$ cat src/rtl/id_pkg.sv
// Shared RV32I decode definitions: opcodes, immediate types, control encodings,
// the ID/EX control record, and the combinational decoder / immediate generator.
package id_pkg;

   localparam logic [6:0] OP_R     = 7'b0110011;
   localparam logic [6:0] OP_I     = 7'b0010011;
   localparam logic [6:0] OP_LOAD  = 7'b0000011;
   localparam logic [6:0] OP_S     = 7'b0100011;
   localparam logic [6:0] OP_B     = 7'b1100011;
   localparam logic [6:0] OP_JAL   = 7'b1101111;
   localparam logic [6:0] OP_JALR  = 7'b1100111;
   localparam logic [6:0] OP_LUI   = 7'b0110111;
   localparam logic [6:0] OP_AUIPC = 7'b0010111;

   typedef enum logic [2:0] {IMM_I, IMM_S, IMM_B, IMM_U, IMM_J} imm_type_e;

   localparam logic [2:0] ALU_ADD    = 3'd0;
   localparam logic [2:0] ALU_RTYPE  = 3'd1;
   localparam logic [2:0] ALU_ITYPE  = 3'd2;
   localparam logic [2:0] ALU_BRANCH = 3'd3;
   localparam logic [2:0] ALU_PASS_B = 3'd4;

   localparam logic [1:0] BR_NONE = 2'd0;
   localparam logic [1:0] BR_COND = 2'd1;
   localparam logic [1:0] BR_JAL  = 2'd2;
   localparam logic [1:0] BR_JALR = 2'd3;

   typedef struct packed {
      imm_type_e  imm_type;
      logic [2:0] alu_op;
      logic       alu_src;
      logic       pc_sel;
      logic [1:0] branch;
      logic       mem_read;
      logic       mem_write;
      logic       reg_write;
      logic       uses_rs1;
      logic       uses_rs2;
   } ctrl_t;

   // Width-independent part of the ID/EX register; data and addresses live beside it.
   typedef struct packed {
      logic       valid;
      logic [2:0] funct3;
      logic [6:0] funct7;
      logic [2:0] alu_op;
      logic       alu_src;
      logic       pc_sel;
      logic [1:0] branch;
      logic       mem_read;
      logic       mem_write;
      logic       reg_write;
   } id_ex_t;

   function automatic ctrl_t decode(input logic [6:0] opcode);
      ctrl_t c;
      c          = '0;
      c.imm_type = IMM_I;
      case (opcode)
         OP_R:     begin c.alu_op = ALU_RTYPE; c.reg_write = 1'b1;
                         c.uses_rs1 = 1'b1; c.uses_rs2 = 1'b1; end
         OP_I:     begin c.alu_op = ALU_ITYPE; c.alu_src = 1'b1; c.reg_write = 1'b1;
                         c.uses_rs1 = 1'b1; end
         OP_LOAD:  begin c.alu_src = 1'b1; c.mem_read = 1'b1; c.reg_write = 1'b1;
                         c.uses_rs1 = 1'b1; end
         OP_S:     begin c.imm_type = IMM_S; c.alu_src = 1'b1; c.mem_write = 1'b1;
                         c.uses_rs1 = 1'b1; c.uses_rs2 = 1'b1; end
         OP_B:     begin c.imm_type = IMM_B; c.alu_op = ALU_BRANCH; c.branch = BR_COND;
                         c.uses_rs1 = 1'b1; c.uses_rs2 = 1'b1; end
         OP_JAL:   begin c.imm_type = IMM_J; c.alu_src = 1'b1; c.pc_sel = 1'b1;
                         c.branch = BR_JAL; c.reg_write = 1'b1; end
         OP_JALR:  begin c.alu_src = 1'b1; c.pc_sel = 1'b1; c.branch = BR_JALR;
                         c.reg_write = 1'b1; c.uses_rs1 = 1'b1; end
         OP_LUI:   begin c.imm_type = IMM_U; c.alu_op = ALU_PASS_B; c.alu_src = 1'b1;
                         c.reg_write = 1'b1; end
         OP_AUIPC: begin c.imm_type = IMM_U; c.alu_src = 1'b1; c.pc_sel = 1'b1;
                         c.reg_write = 1'b1; end
         default:  ;
      endcase
      return c;
   endfunction

   function automatic logic [31:0] imm_gen(input logic [31:0] instr, input imm_type_e t);
      logic [31:0] imm;
      imm = {{20{instr[31]}}, instr[31:20]};
      case (t)
         IMM_S:   imm = {{20{instr[31]}}, instr[31:25], instr[11:7]};
         IMM_B:   imm = {{19{instr[31]}}, instr[31], instr[7], instr[30:25], instr[11:8], 1'b0};
         IMM_U:   imm = {instr[31:12], 12'b0};
         IMM_J:   imm = {{11{instr[31]}}, instr[31], instr[19:12], instr[20], instr[30:21], 1'b0};
         default: ;
      endcase
      return imm;
   endfunction

endpackage

$ cat src/rtl/id_regfile_byp.sv
// Register file, two combinational read ports, one write port; x0 hardwired to zero.
// Read latency 0; optional same-cycle forwarding of the WB write to the read ports.
module id_regfile_byp #(
   parameter int DATA_WIDTH = 32,
   parameter int REG_NUM    = 32,
   parameter int BYPASS_EN  = 1,
   parameter int RA_W       = $clog2(REG_NUM)
) (
   input  logic                  clk,
   input  logic                  rst,
   input  logic                  wb_we,
   input  logic [RA_W-1:0]       wb_rd_addr,
   input  logic [DATA_WIDTH-1:0] wb_rd_data,
   input  logic [RA_W-1:0]       rs1_addr,
   input  logic [RA_W-1:0]       rs2_addr,
   output logic [DATA_WIDTH-1:0] rs1_data,
   output logic [DATA_WIDTH-1:0] rs2_data
);
   import id_pkg::*;

   logic [DATA_WIDTH-1:0] regs_q [REG_NUM];
   logic [DATA_WIDTH-1:0] regs_d [REG_NUM];

   always_comb begin
      regs_d = regs_q;
      if (wb_we && (wb_rd_addr != '0))
         regs_d[wb_rd_addr] = wb_rd_data;
   end

   always_ff @(posedge clk) begin
      if (rst) begin
         for (int i = 0; i < REG_NUM; i++)
            regs_q[i] <= '0;
      end else begin
         regs_q <= regs_d;
      end
   end

   always_comb begin
      rs1_data = regs_q[rs1_addr];
      if (rs1_addr == '0)
         rs1_data = '0;
      else if ((BYPASS_EN != 0) && wb_we && (wb_rd_addr == rs1_addr))
         rs1_data = wb_rd_data;
   end

   always_comb begin
      rs2_data = regs_q[rs2_addr];
      if (rs2_addr == '0)
         rs2_data = '0;
      else if ((BYPASS_EN != 0) && wb_we && (wb_rd_addr == rs2_addr))
         rs2_data = wb_rd_data;
   end

endmodule

$ cat src/rtl/id_stage_pipe.sv
// RV32I decode stage: decode, register read, load-use detection, ID/EX register.
// Latency 1 cycle IF->EX; holds on !ex_ready, one-cycle bubble on load-use, flush wins.
module id_stage_pipe #(
   parameter int DATA_WIDTH = 32,
   parameter int REG_NUM    = 32,
   parameter int BYPASS_EN  = 1,
   parameter int CNT_W      = 16,
   parameter int RA_W       = $clog2(REG_NUM)
) (
   input  logic                  clk,
   input  logic                  rst,
   input  logic                  if_valid,
   input  logic [31:0]           if_instr,
   input  logic [DATA_WIDTH-1:0] if_pc,
   output logic                  id_ready,
   input  logic                  flush,
   input  logic                  wb_we,
   input  logic [RA_W-1:0]       wb_rd_addr,
   input  logic [DATA_WIDTH-1:0] wb_rd_data,
   input  logic                  ex_ready,
   output logic                  ex_valid,
   output logic [DATA_WIDTH-1:0] ex_pc,
   output logic [DATA_WIDTH-1:0] ex_rs1_data,
   output logic [DATA_WIDTH-1:0] ex_rs2_data,
   output logic [RA_W-1:0]       ex_rs1_addr,
   output logic [RA_W-1:0]       ex_rs2_addr,
   output logic [RA_W-1:0]       ex_rd_addr,
   output logic [DATA_WIDTH-1:0] ex_imm,
   output logic [2:0]            ex_funct3,
   output logic [6:0]            ex_funct7,
   output logic [2:0]            ex_alu_op,
   output logic                  ex_alu_src,
   output logic                  ex_pc_sel,
   output logic [1:0]            ex_branch,
   output logic                  ex_mem_read,
   output logic                  ex_mem_write,
   output logic                  ex_reg_write,
   output logic [CNT_W-1:0]      stall_cnt
);
   import id_pkg::*;

   ctrl_t                 ctrl;
   logic [RA_W-1:0]       rs1_addr, rs2_addr, rd_addr;
   logic [DATA_WIDTH-1:0] rs1_rdata, rs2_rdata, imm_ext;
   logic [31:0]           imm32;
   logic                  load_use;

   id_ex_t                idex_q, idex_d;
   logic [DATA_WIDTH-1:0] pc_q, pc_d, rs1_data_q, rs1_data_d, rs2_data_q, rs2_data_d;
   logic [DATA_WIDTH-1:0] imm_q, imm_d;
   logic [RA_W-1:0]       rs1_addr_q, rs1_addr_d, rs2_addr_q, rs2_addr_d, rd_addr_q, rd_addr_d;
   logic [CNT_W-1:0]      stall_cnt_q, stall_cnt_d;

   always_comb begin
      ctrl     = decode(if_instr[6:0]);
      rs1_addr = RA_W'(if_instr[19:15]);
      rs2_addr = RA_W'(if_instr[24:20]);
      rd_addr  = RA_W'(if_instr[11:7]);
      imm32    = imm_gen(if_instr, ctrl.imm_type);
      imm_ext  = DATA_WIDTH'($signed(imm32));
   end

   id_regfile_byp #(
      .DATA_WIDTH (DATA_WIDTH),
      .REG_NUM    (REG_NUM),
      .BYPASS_EN  (BYPASS_EN),
      .RA_W       (RA_W)
   ) u_regfile (
      .clk        (clk),
      .rst        (rst),
      .wb_we      (wb_we),
      .wb_rd_addr (wb_rd_addr),
      .wb_rd_data (wb_rd_data),
      .rs1_addr   (rs1_addr),
      .rs2_addr   (rs2_addr),
      .rs1_data   (rs1_rdata),
      .rs2_data   (rs2_rdata)
   );

   always_comb begin
      load_use = idex_q.valid && idex_q.mem_read && (rd_addr_q != '0) &&
                 ((ctrl.uses_rs1 && (rs1_addr == rd_addr_q)) ||
                  (ctrl.uses_rs2 && (rs2_addr == rd_addr_q)));
   end

   always_comb begin
      idex_d      = idex_q;
      pc_d        = pc_q;
      rs1_data_d  = rs1_data_q;
      rs2_data_d  = rs2_data_q;
      rs1_addr_d  = rs1_addr_q;
      rs2_addr_d  = rs2_addr_q;
      rd_addr_d   = rd_addr_q;
      imm_d       = imm_q;
      stall_cnt_d = stall_cnt_q;
      id_ready    = 1'b0;
      if (rst) begin
         id_ready = 1'b0;
      end else if (flush) begin
         idex_d.valid = 1'b0;
         id_ready     = 1'b1;
      end else if (!ex_ready) begin
         id_ready = 1'b0;
      end else if (load_use && if_valid) begin
         idex_d.valid = 1'b0;
         if (stall_cnt_q != '1)
            stall_cnt_d = stall_cnt_q + CNT_W'(1);
      end else begin
         idex_d.valid     = if_valid;
         idex_d.funct3    = if_instr[14:12];
         idex_d.funct7    = if_instr[31:25];
         idex_d.alu_op    = ctrl.alu_op;
         idex_d.alu_src   = ctrl.alu_src;
         idex_d.pc_sel    = ctrl.pc_sel;
         idex_d.branch    = ctrl.branch;
         idex_d.mem_read  = ctrl.mem_read;
         idex_d.mem_write = ctrl.mem_write;
         idex_d.reg_write = ctrl.reg_write;
         pc_d             = if_pc;
         rs1_data_d       = rs1_rdata;
         rs2_data_d       = rs2_rdata;
         rs1_addr_d       = rs1_addr;
         rs2_addr_d       = rs2_addr;
         rd_addr_d        = rd_addr;
         imm_d            = imm_ext;
         id_ready         = 1'b1;
      end
   end

   always_ff @(posedge clk) begin
      if (rst) begin
         idex_q      <= '0;
         pc_q        <= '0;
         rs1_data_q  <= '0;
         rs2_data_q  <= '0;
         rs1_addr_q  <= '0;
         rs2_addr_q  <= '0;
         rd_addr_q   <= '0;
         imm_q       <= '0;
         stall_cnt_q <= '0;
      end else begin
         idex_q      <= idex_d;
         pc_q        <= pc_d;
         rs1_data_q  <= rs1_data_d;
         rs2_data_q  <= rs2_data_d;
         rs1_addr_q  <= rs1_addr_d;
         rs2_addr_q  <= rs2_addr_d;
         rd_addr_q   <= rd_addr_d;
         imm_q       <= imm_d;
         stall_cnt_q <= stall_cnt_d;
      end
   end

   assign ex_valid     = idex_q.valid;
   assign ex_pc        = pc_q;
   assign ex_rs1_data  = rs1_data_q;
   assign ex_rs2_data  = rs2_data_q;
   assign ex_rs1_addr  = rs1_addr_q;
   assign ex_rs2_addr  = rs2_addr_q;
   assign ex_rd_addr   = rd_addr_q;
   assign ex_imm       = imm_q;
   assign ex_funct3    = idex_q.funct3;
   assign ex_funct7    = idex_q.funct7;
   assign ex_alu_op    = idex_q.alu_op;
   assign ex_alu_src   = idex_q.alu_src;
   assign ex_pc_sel    = idex_q.pc_sel;
   assign ex_branch    = idex_q.branch;
   assign ex_mem_read  = idex_q.mem_read;
   assign ex_mem_write = idex_q.mem_write;
   assign ex_reg_write = idex_q.reg_write;
   assign stall_cnt    = stall_cnt_q;

endmodule

$ cat config.mk
export PLATFORM = sky130hd
export DESIGN_NAME = id_stage_pipe
export DESIGN_NICKNAME = d
export VERILOG_FILES = /design/src/rtl/id_pkg.sv /design/src/rtl/id_regfile_byp.sv /design/src/rtl/id_stage_pipe.sv
export SDC_FILE = /design/constraint.sdc
export NUM_CORES = 2
export LEC_CHECK = 0
export BUFFER_PORTS_ARGS = -buffer_cell sky130_fd_sc_hd__buf_2
export CORE_MARGIN = 2
export CORE_UTILIZATION = 30
export CTS_CLUSTER_DIAMETER = 60
export CTS_CLUSTER_SIZE = 20
export DETAILED_ROUTE_END_ITERATION = 10
export GPL_TIMING_DRIVEN = 0
export PLACE_DENSITY = 0.45
export SYNTH_ARGS = -nofsm -noshare
export SYNTH_HDL_FRONTEND = slang
export SYNTH_HIERARCHICAL = 1
export SYNTH_SLANG_ARGS = --single-unit
export TNS_END_PERCENT = 50
$ cat constraint.sdc
create_clock -name clk -period 3.41 [get_ports clk]
set_clock_uncertainty 0.2 [all_clocks]
set_input_delay 0.1705 -clock clk [delete_from_list [all_inputs] [get_ports clk]]
set_output_delay 0.1705 -clock clk [all_outputs]
set_load 0.01 [all_outputs]
==> results.py <==
metrics = {
    "status": {
        "status": "finished, violations left",
        "violations": "capacitance limit, slew limit, setup timing",
    },
    "critical_path": {
        "r2r-start": "ex_rd_addr[1]",
        "worstSetupPathType": "in2reg",
        "setup.worst_path.start": "if_instr[18]",
        "cp_top_family": "buffers and inverters",
        "path_cells": "buf_2 -> clkbuf_2 -> clkbuf_1 -> nand2_1 -> a21oi_1 -> a31oi_1 -> a31oi_1 -> nand2_1 -> a21oi_1",
        "critical_path_depth": 9,
        "slowest_stage": "clkbuf_1",
        "reg2reg_to": "ex_rs2_data[7]",
        "end_kind": "register",
        "endpoint": "ex_rs1_data[30]",
        "critPathMaxStageDelay_ps": 950,
        "cp_num_buf_inv": 3,
        "worst-path-max-fanout": 10,
        "ff2ff_path_depth": 9,
        "ff2ff_setup_slack_ps": 170,
        "worst_ep_required_time_ps": 3950,
        "cp.arrival_ps": 4300,
        "startpoint_type": "primary input",
    },
    "route": {
        "wl_mm": 385,
        "vias_per_cell": 5.97,
        "routedWlPerCell_um": 37.5,
        "num_vias": 61200,
        "drtIter0Drc": 9059,
        "ant_nets": 0,
        "dr.pass1.iters": 6,
        "drc_errors": 0,
    },
    "sta": {
        "setup_tns_ps": -14030,
        "setup_ws_ps": -348,
        "slew_headroom": -0.0752,
        "layout_min_cycle_time_ps": 3760,
        "timing.final.crit_share": 1.10,
        "clock.fmax_ghz": 0.266,
        "hold_ws_ps": 51.4,
        "final_max_slew_viol_count": 56,
        "worst_slew_pin_slew_ps": 1610,
        "hold_viol_final": 0,
        "setup_violations": 110,
    },
    "cts": {
        "cts_sinks": 1203,
        "cts-root-buf": "clkbuf_16",
        "clkSlewWorstSetupHoldPaths_ps": 70,
        "clock_path_buffers": 3,
        "tritoncts": "done",
        "cts_buffers": 136,
        "ctsHtreeMaxLevel": 4,
        "clk_latency_ps": 830,
    },
    "global_route": {
        "grt_pass1_vias": 55300,
        "grtUsageTotal": 0.373,
        "grt_max_degree": 20,
        "overflow": 0,
        "antenna_found_initial": 65,
        "grt_pass1_wl_mm": 502,
    },
    "layout": {
        "area_growth_pct": 19.3,
        "layout_common_cells": "nand2_1 (2,397), dfxtp_1 (1,203), a21oi_1 (1,202)",
        "final_layout_size_suffix_gt1_frac": 0.157,
        "layout.nets": 7599,
        "layout_commonest_cell": "nand2_1",
    },
    "synth": {
        "synth.avg_cell_area_um2": 8.50,
        "ys_ff_latch": 1203,
        "synth_edf_count": 0,
        "synth_warnings": 6,
        "postSynth.asyncResetShare": 0,
        "syn_area_um2": 59000,
        "synth_ff_type": "dfxtp_1",
        "yosysSeqAreaShare": 0.408,
        "netlist_instances": 6943,
        "ys_types": 71,
        "synthesis.nets": 7051,
    },
    "floorplanning": {
        "die-width_um": 448,
        "ios": 288,
        "die_h_um": 448,
        "rows": 162,
        "die_area_um2": 200000,
        "design.core.area_um2": 195000,
        "initial_core_util": 0.303,
    },
    "placement": {
        "gp_congestion": 1.09,
        "dp_hpwl_mm": 293,
        "io_buffers": 251,
        "dpl_worst_slack_ps": -2160,
    },
    "flow_run": {
        "cap_viol_max_count": 6,
    },
    "power": {
        "ir_drop_mv": 0.444,
        "p_leak_uw": 0.0237,
        "p_per_area_nw_per_um2": 495,
    },
    "min_path": {
        "hold_class": "in2reg",
    },
}
worst min path at each step:
stage,to,slack (ps),cells past startpoint,startpoint
finish,stall_cnt[0],50,7,if_instr[20]
floorplan,ex_valid,50,1,flush
global placement,ex_valid,170,2,flush
CTS,u_regfile/regs_q[383],0.2,5,wb_rd_addr[3]
detailed placement,ex_valid,180,2,flush
global route,u_regfile/regs_q[19],60,3,wb_rd_data[19]
registers in the layout (all words and copies together) (netlist names), 7 cells and up:
signal and count:
u_regfile/regs_q 1024, ex_rs2_data 32, ex_rs1_data 32, stall_cnt 16, ex_imm 31, ex_pc 32, ex_funct7 7
timing repair:
action | in CTS | in global routing
hold endpoints to repair | 299 | 1
hold buffers | 152 | 1
gates resized for setup | 60 | 13
pin swaps | 1 | 1
setup endpoints to repair | 57 | 21
setup buffers | 0 | 2
kinds of logic (layout without fill, tap and decap cells):
group | after synthesis | count (layout) | synth area share
compound gates | 1653 | 1653 | 0.159
other cells | 0 | 28 | 0
buf+inv | 721 | 1382 | 0.0534
xor+xnor | 30 | 30 | 0.00445
fa+ha+maj | 1 | 1 | 0.000212
mux | 660 | 660 | 0.197
flops | 1203 | 1203 | 0.408
simple gates | 2675 | 2675 | 0.178
layer usage:
metal	wire, um	vias to the layer above	global-route usage
met5	439	-	0
met1	149000	30600	0.469
met2	161000	4182	0.540
met3	43200	1099	0.113
li1	-	25300	-
met4	31600	38	0.265
Yosys cell counts (8+ instances only):
master / instances / area share
a31oi_1: 15 / 0.0016
o211ai_1: 16 / 0.0020
nand2b_1: 9 / 0.00095
a211oi_1: 12 / 0.0015
a221oi_1: 45 / 0.0067
dfxtp_1: 1203 / 0.41
a21o_1: 12 / 0.0015
nand3_1: 37 / 0.0031
a22oi_1: 142 / 0.018
mux4_2: 400 / 0.15
mux2i_1: 252 / 0.043
nor3b_1: 8 / 0.0010
clkbuf_1: 518 / 0.033
xnor2_1: 22 / 0.0033
xor2_1: 8 / 0.0012
buf_4: 25 / 0.0032
and2_1: 10 / 0.0011
buf_2: 119 / 0.010
nor2_1: 80 / 0.0051
buf_1: 15 / 0.00095
nand2_1: 2397 / 0.15
a221o_1: 17 / 0.0029
o22a_1: 20 / 0.0030
or2_2: 8 / 0.00085
nand4_1: 15 / 0.0016
buf_6: 26 / 0.0050
inv_1: 10 / 0.00064
a21oi_1: 1205 / 0.10
a22o_1: 18 / 0.0027
nor2b_1: 44 / 0.0047
a32oi_1: 8 / 0.0012
o21ai_0: 66 / 0.0056
o22ai_1: 40 / 0.0042
nor3_1: 30 / 0.0025
mux2_2: 8 / 0.0015
through the flow:
| step | util | cells | instance area [um^2] | total power [uW] |
|---|---|---|---|---|
| finish | 0.361 | 10300 | 70400 | 34800 |
| floorplan | - | 6943 | 59000 | 16300 |
| detailed placement | 0.326 | 9822 | 63700 | 18500 |
| global route | 0.361 | 10200 | 70400 | 35400 |
| CTS | 0.360 | 10200 | 70300 | 34800 |
| global placement | 0.326 | 9818 | 63600 | 18500 |
power by group:
group	switching, uW	total [uW]	internal [uW]
clock	7360	16300	8930
combinational	3200	4220	1020
sequential	124	14300	14200
total	10700	34800	24100
tightest hold or removal path: cells and delay by family:
family | cells | cell delay [ps]
simple gates | 3 | 390
buf+inv | 1 | 140
compound gates | 1 | 150
xor+xnor | 2 | 170
layout make-up:
cell class / instances / area [um^2]
Tap cell: 2624 / 3280
Clock buffer: 153 / 3680
Sequential cell: 1203 / 24100
Inverter: 11 / 41.3
Antenna cell: 28 / 70.1
Fill cell: 20400 / 125000
Multi-Input combinational cell: 5019 / 32000
Clock inverter: 98 / 1160
Timing Repair Buffer: 411 / 2880
Buffer: 709 / 3190
Note: power is estimated with default switching activity, not from simulation.
